### src/rtl/gpio_cmd_queue.sv
// GPIO digit capture: conditioned load strobe feeding a DEPTH-entry word FIFO.
// Define GPIO_SYNC_EN to add two-flop synchronisers on load and digit.
module gpio_cmd_queue #(
    parameter int WIDTH    = 4,
    parameter int DEPTH    = 4,
    parameter int MIN_HIGH = 2
) (
    input  logic                       clk,
    input  logic                       reset,
    input  logic [WIDTH-1:0]           digit,
    input  logic                       load,
    input  logic                       out_ready,
    input  logic                       clr_ovf,
    output logic                       out_valid,
    output logic [WIDTH-1:0]           out_digit,
    output logic [WIDTH-1:0]           curr_digit,
    output logic [$clog2(DEPTH+1)-1:0] count,
    output logic                       overflow
);

    localparam int AW = $clog2(DEPTH);
    localparam int CW = $clog2(DEPTH+1);
    localparam int HW = $clog2(MIN_HIGH+1);

    localparam logic [HW-1:0] HI_MAX   = HW'(MIN_HIGH);
    localparam logic [HW-1:0] HI_ACC   = HW'(MIN_HIGH-1);
    localparam logic [CW-1:0] FULL_CNT = CW'(DEPTH);

    logic             load_s;
    logic [WIDTH-1:0] digit_s;

`ifdef GPIO_SYNC_EN
    logic [1:0]       load_q;
    logic [WIDTH-1:0] digit_q1;
    logic [WIDTH-1:0] digit_q2;

    always_ff @(posedge clk) begin
        if (reset) begin
            load_q   <= '0;
            digit_q1 <= '0;
            digit_q2 <= '0;
        end else begin
            load_q   <= {load_q[0], load};
            digit_q1 <= digit;
            digit_q2 <= digit_q1;
        end
    end

    assign load_s  = load_q[1];
    assign digit_s = digit_q2;
`else
    assign load_s  = load;
    assign digit_s = digit;
`endif

    logic [HW-1:0]    hi_cnt;
    logic             accept;
    logic             full;
    logic             push;
    logic             pop;
    logic             drop;
    logic [AW-1:0]    wr_ptr;
    logic [AW-1:0]    rd_ptr;
    logic [WIDTH-1:0] mem [DEPTH];

    // Saturating high-time counter: one accept per pulse, on its MIN_HIGH-th cycle
    always_ff @(posedge clk) begin
        if (reset) begin
            hi_cnt <= '0;
        end else if (!load_s) begin
            hi_cnt <= '0;
        end else if (hi_cnt != HI_MAX) begin
            hi_cnt <= hi_cnt + HW'(1);
        end
    end

    assign accept    = load_s && (hi_cnt == HI_ACC);
    assign full      = (count == FULL_CNT);
    assign out_valid = (count != '0);
    assign pop       = out_valid && out_ready;
    assign push      = accept && (!full || pop);
    assign drop      = accept && full && !pop;
    assign out_digit = out_valid ? mem[rd_ptr] : '0;

    always_ff @(posedge clk) begin
        if (push) begin
            mem[wr_ptr] <= digit_s;
        end
    end

    always_ff @(posedge clk) begin
        if (reset) begin
            wr_ptr <= '0;
            rd_ptr <= '0;
            count  <= '0;
        end else begin
            if (push) begin
                wr_ptr <= wr_ptr + AW'(1);
            end
            if (pop) begin
                rd_ptr <= rd_ptr + AW'(1);
            end
            count <= count + CW'(push) - CW'(pop);
        end
    end

    always_ff @(posedge clk) begin
        if (reset) begin
            curr_digit <= '0;
        end else if (pop) begin
            curr_digit <= out_digit;
        end
    end

    // A drop in the same cycle as a clear leaves the flag set
    always_ff @(posedge clk) begin
        if (reset) begin
            overflow <= 1'b0;
        end else if (drop) begin
            overflow <= 1'b1;
        end else if (clr_ovf) begin
            overflow <= 1'b0;
        end
    end

endmodule

### config.mk
export PLATFORM = sky130hd
export DESIGN_NAME = gpio_cmd_queue
export DESIGN_NICKNAME = d
export VERILOG_FILES = /design/src/rtl/gpio_cmd_queue.sv
export SDC_FILE = /design/constraint.sdc
export NUM_CORES = 1
export LEC_CHECK = 0
export ABC_AREA = 0
export CAP_MARGIN = 10
export CELL_PAD_IN_SITES_DETAIL_PLACEMENT = 0
export CELL_PAD_IN_SITES_GLOBAL_PLACEMENT = 1
export CORE_MARGIN = 2
export CORE_UTILIZATION = 45
export DETAILED_ROUTE_END_ITERATION = 16
export PLACE_DENSITY = 0.86
export SLEW_MARGIN = 20
export SYNTH_ARGS = -nofsm -noshare
export SYNTH_HDL_FRONTEND = slang
export SYNTH_SLANG_ARGS = --single-unit
### constraint.sdc
create_clock -name clk -period 5.17 [get_ports clk]
set_input_delay 1.551 -clock clk [delete_from_list [all_inputs] [get_ports clk]]
set_output_delay 1.551 -clock clk [all_outputs]
set_load 0.03 [all_outputs]
### Word level (Yosys, flattened, before mapping)

Memories as Yosys holds them, arrays and structs flattened. A register that Yosys moved wholly into a read port is not among the register bits.
Cells that the tools add are included.

| storage, ports and cells | value |
|---|---|
| bits in registers | 14 |
| bits in latches | 0 |
| RAM bits | 16 |
| ROM bits | 0 |
| input port bits | 9 |
| output and inout bits | 13 |
| memories | 1 |

| cells by class | value |
|---|---|
| add/sub/neg operators | 5 |
| $mul | 0 |
| div/mod/pow operators | 0 |
| order comparisons | 0 |
| equal/unequal tests | 3 |
| shift operators | 0 |
| multiplexer cells | 7 |
| bitwise gates (word level) | 1 |
| reductions and logical operators | 11 |

Memories:

| memory | depth | width | rd ports | clocked after memory_dff | wr ports | RTL line | RTL |
|---|---|---|---|---|---|---|---|
| mem | 4 | 4 | 1 | 1 | 1 | 64 | `logic [WIDTH-1:0] mem [DEPTH];` |

Operators with widths:

| cell | count |
|---|---|
| $add A2 B1 Y2 const B | 3 |
| $logic_and A1 B1 Y1 | 5 |
| $mux W1 | 4 |
| $mux W2 | 2 |
| $mux W4 | 1 |
| $add A3 B1 Y3 | 1 |
| $eq A3 B3 Y1 const B | 1 |
| $reduce_bool A3 Y1 | 1 |
| $sub A3 B1 Y3 | 1 |
| $eq A2 B1 Y1 const B | 1 |
| $logic_not A1 Y1 | 2 |
| $ne A2 B2 Y1 const B | 1 |
| $reduce_bool A2 Y1 | 1 |
| $reduce_or A2 Y1 | 1 |
| $logic_or A1 B1 Y1 | 1 |
| $not A1 Y1 | 1 |

### Logic depth before layout (Yosys ltp)

| depth | value |
|---|---|
| depth after elaboration | 6 |
| depth in mapped cells | 12 |

### Least setup slack after synthesis

Ideal clock, no wire load.

| path | value |
|---|---|
| path type | input -> register |
| start | input out_ready |
| end | register count[2] |
| setup time | 0.128 ns |
| data arrival time | 3.056 ns |
| required time | 5.042 ns |
| slack | 1.987 ns |
| cell stages on the path | 10 |
| cells stage by stage | nor4b_2 > nor2_1 > inv_1 > ha_1 > inv_1 > ha_1 > fa_1 > xnor2_1 > xnor2_1 > nor2_1 |

| between the ends | value |
|---|---|
| longest elaborated chain between the ends | 5 |

Ends and longest elaborated chain:

| what | RTL line | RTL |
|---|---|---|
| start, declared | 12 | `input logic out_ready,` |
| $logic_and A1 B1 Y1 (*) | 80 | `assign pop = out_valid && out_ready;` |
| $logic_or A1 B1 Y1 | 81 | `assign push = accept && (!full \|\| pop);` |
| $logic_and A1 B1 Y1 | 81 |  |
| $add A3 B1 Y3 | 103 | `count <= count + CW'(push) - CW'(pop);` |
| $sub A3 B1 Y3 (*) | 103 |  |
| end signal, assigned | 103 |  |
| end, declared | 17 | `output logic [$clog2(DEPTH+1)-1:0] count,` |

Mark *: on every way between the ends. The rest lies on a longest branch, timed or not.
A chain may end at the register's enable or synchronous reset.

==> results by group <==
Outcome
  – Status: finished, final reports clean

Global route
  – Global route overflow: 0
  – GRT Total Usage: between 15 and 20%
  – Global-route wire length before repair: 3710 um
  – Initial antenna violation count: 0
  – Largest net degree at the start of global routing: 15
  – Via count of the first global-routing pass: around 840

STA
  – Final Hold Fails: 0
  – Final period utilization: 71.3%
  – Setup TNS: 0 ns
  – Slew Limit Headroom: between 60% and 70%
  – RSZ-0062 raised after global routing: no
  – Pins Over Slew Limit: 0
  – Final setup viols: 0
  – Hold_ws: between 0.5 and 0.6 ns
  – Maximum achievable frequency: approximately 0.27 GHz
  – Tmin final: roughly 3.7 ns
  – Layout Skew: between 0.006 and 0.007 ns
  – Slew @ Worst Pin: between 0.5 and 0.6 ns

Yosys
  – Netlist Area Pre-Place: 0.00139 sq mm
  – Asr flop ratio synth: 0%
  – Post-synthesis simple-gate area fraction: between 10% and 20%
  – Syn nets: between 100 and 150
  – Post-Synth Adder-Cell Area: 8.67%
  – Mean post-synth cell area: ~13 sq um
  – Synth Area in XOR/XNOR: 3.16%
  – Post-synth EDFFs: 16
  – Synth Area in Compound Gates: roughly 4.3%
  – Largest family of logic cells by synthesized area: simple AND/OR/NAND/NOR gates
  – Syn. warnings: 0
  – Synth top area share: 34.7%
  – Post-synthesis mux area share: a little under a tenth
  – Cell taking the most area after synthesis: edfxtp_1
  – Seq/Total Area, Yosys: a little under 60%
  – Yosys reg bits: 32
  – Ranking of synthesized cells by area: edfxtp_1 (35%), dfxtp_1 (23%), ha_1 (7.2%)
  – Distinct cells, synth: 25
  – Mapped Cells: between 100 and 150
  – Most used flip-flop cell after synthesis: edfxtp_1

Clock tree
  – Clock Pin Slew Worst Setup and Hold Paths: about 0.10 ns
  – Post_cts resized: 0
  – Worst skew pair latency: approximately 0.33 ns
  – H-tree lvl count: 2
  – Max clock buf depth: 2
  – Sink Count: 32
  – Hold buffer count at cts: 0
  – Clock root buffer master: clkbuf_4
  – CTS tree: done
  – Number of buffers created by CTS: 5
  – Post-CTS Setup Inserts: 0

Worst hold path
  – Min-delay worst type: reg2reg
  – Min-delay src: curr_digit[1]
  – WHS Endpoint: curr_digit[1]
  – Hold Crit Depth: 2

Power
  – Cell internal pwr: 0.000557 W
  – Logic pwr share: about two fifths
  – Static Leakage: 0.660 nW
  – Pwr/cell area: between 500 and 600 mW/mm^2
  – Sw power: just over 0.0003 W
  – Peak supply drop: around 0.19 mV
  – Sw Ratio: between 30% and 40%
  – Power share of the clock group: between 20% and 30%
  – Reg power frac: between 30% and 40%

Detailed routing
  – Avg WL per Cell: between 10 and 15 um
  – Routed via count: around 860
  – Routed Antenna Nets: 0
  – DR pass1 iterations: 4
  – Final wirelength: between 2000 and 2500 um
  – DR DRC count: 0
  – Drt via density: approximately 5.2
  – DR iter-0 viols: 31

Die
  – Num rows: 20
  – Die area: between 0.003 and 0.004 sq mm
  – Die Wd: just under 60 um
  – Initial Util: a little under half
  – IO Count: 22
  – Core region area: between 0.002 and 0.003 sq mm
  – Die extent in y: 59.5 um

Setup path
  – R2R setup slack: about 2.8 ns
  – Crit path buf inv count: 1
  – CP max FO: 4
  – Crit Path Category: reg2out
  – FF-to-FF End: count[2]
  – Cell family with most CP delay: buffers and inverters
  – Worst R2R Path Depth: 9
  – Critical-path top delay cell: clkdlybuf4s50_1
  – Worst Path Arrival: around 2.1 ns
  – Crit start category: register
  – Largest stage delay on the critical path: approximately 0.61 ns
  – Crit-path cells: mux4_2, nor2b_1, clkdlybuf4s50_1
  – WP depth: 3
  – CP Capture Type: primary output
  – CP required: about 3.6 ns
  – RR Startpoint: count[1]

Layout
  – Final net count: 150
  – Layout cells sized above 1: a little over a tenth
  – ANT cells: 0
  – Fill count: roughly 270
  – P&R area growth vs syn: 22.9%
  – Final instance area: around 0.0017 sq mm

Placed design
  – IO buf count: 21
  – Final HPWL from detailed placement: about 1700 um
  – Area after DPL: approximately 0.0016 sq mm
  – RePlAce Congestion: 0.734

Job
  – Max_cap viols: 0
## cells in the mapped netlist (all sizes together) (2+ instances only)
cell,n
and3,4
xnor2,2
mux2i,4
xor2,3
o21ai,2
edfxtp,16
a21oi,4
ha,8
nand3,2
nor2,13
inv,10
mux4,4
dfxtp,16
nor2b,7
## metrics by stage
stage	utilization (%)	std cells	total power, W	worst slack, ns
floorplan	-	106	0.000582	1.99
global placement	54.5	158	0.000689	1.35
detailed placement	54.5	158	0.000700	1.28
CTS	57.1	166	0.000879	1.44
global route	57.1	166	0.000921	1.36
finish	57.1	166	0.000868	1.48
## state kept, by name (all words and copies together) (netlist names), named ones only
signal,count
hi_cnt,2
wr_ptr,2
rd_ptr,2
mem,16
curr_digit,4
overflow,1
count,3
## area by class of cell
class	instances	area (sq um)	share of cell area, %
Timing Repair Buffer	21	210	12.4
Clock inverter	1	3.75	0.221
Multi-Input combinational cell	62	532	31.3
Tap cell	33	41.3	2.43
Clock buffer	7	76.3	4.49
Inverter	10	37.5	2.21
Sequential cell	32	801	47.1
## cells in the final DEF (no fill, tap or decap), types with 2 or more instances in the layout
cell type	instances
a21oi_1	4
and3_1	4
clkbuf_4	5
clkdlybuf4s50_1	21
dfxtp_1	16
edfxtp_1	16
ha_1	8
inv_1	10
mux2i_1	4
mux4_2	4
nand3_1	2
nor2_1	13
nor2b_1	7
o21ai_0	2
xnor2_1	2
xor2_1	3
## metal layers
metal	global-route usage, %	wire (um)	up-vias
li1	-	-	420
met1	15.2	885	416
met2	27.2	1210	21
met3	6.11	135	6
met4	7.79	54	0
met5	0	0	-
## power by group through the flow
stage / Clock [W] / Combinational (W) / Sequential [W]
4_1_cts: 0.000184 / 0.000351 / 0.000344
2_1_floorplan: 0 / 0.000211 / 0.000371
6_report: 0.000178 / 0.000347 / 0.000343
5_1_grt: 0.000194 / 0.000378 / 0.000349
3_3_place_gp: 0 / 0.000341 / 0.000348
3_5_place_dp: 0 / 0.000351 / 0.000350
## worst max-delay path by stage
stage          startpoint      endpoint  slack (ns)
2_1_floorplan   out_ready      count[2]        1.99
3_3_place_gp    out_ready      count[2]        1.35
3_5_place_dp    out_ready      count[2]        1.28
4_1_cts          register  out_digit[1]        1.44
5_1_grt          register  out_digit[2]        1.36
6_report         register  out_digit[0]        1.48
## cells by family after synthesis
kind of cell             Yosys count
XOR/XNOR                           5
AND/OR/NAND/NOR                   32
buffers and inverters             12
multiplexers                       8
adder cells (fa/ha/maj)            9
flip-flops                        32
AO/OA/AOI/OAI                      8
## tightest hold or removal path: stages, from the launching register on
cell	delay (ns)
dfxtp_1	0.34
mux2i_1	0.07
nor2_1	0.07
Power figures use the tool's default switching activity.
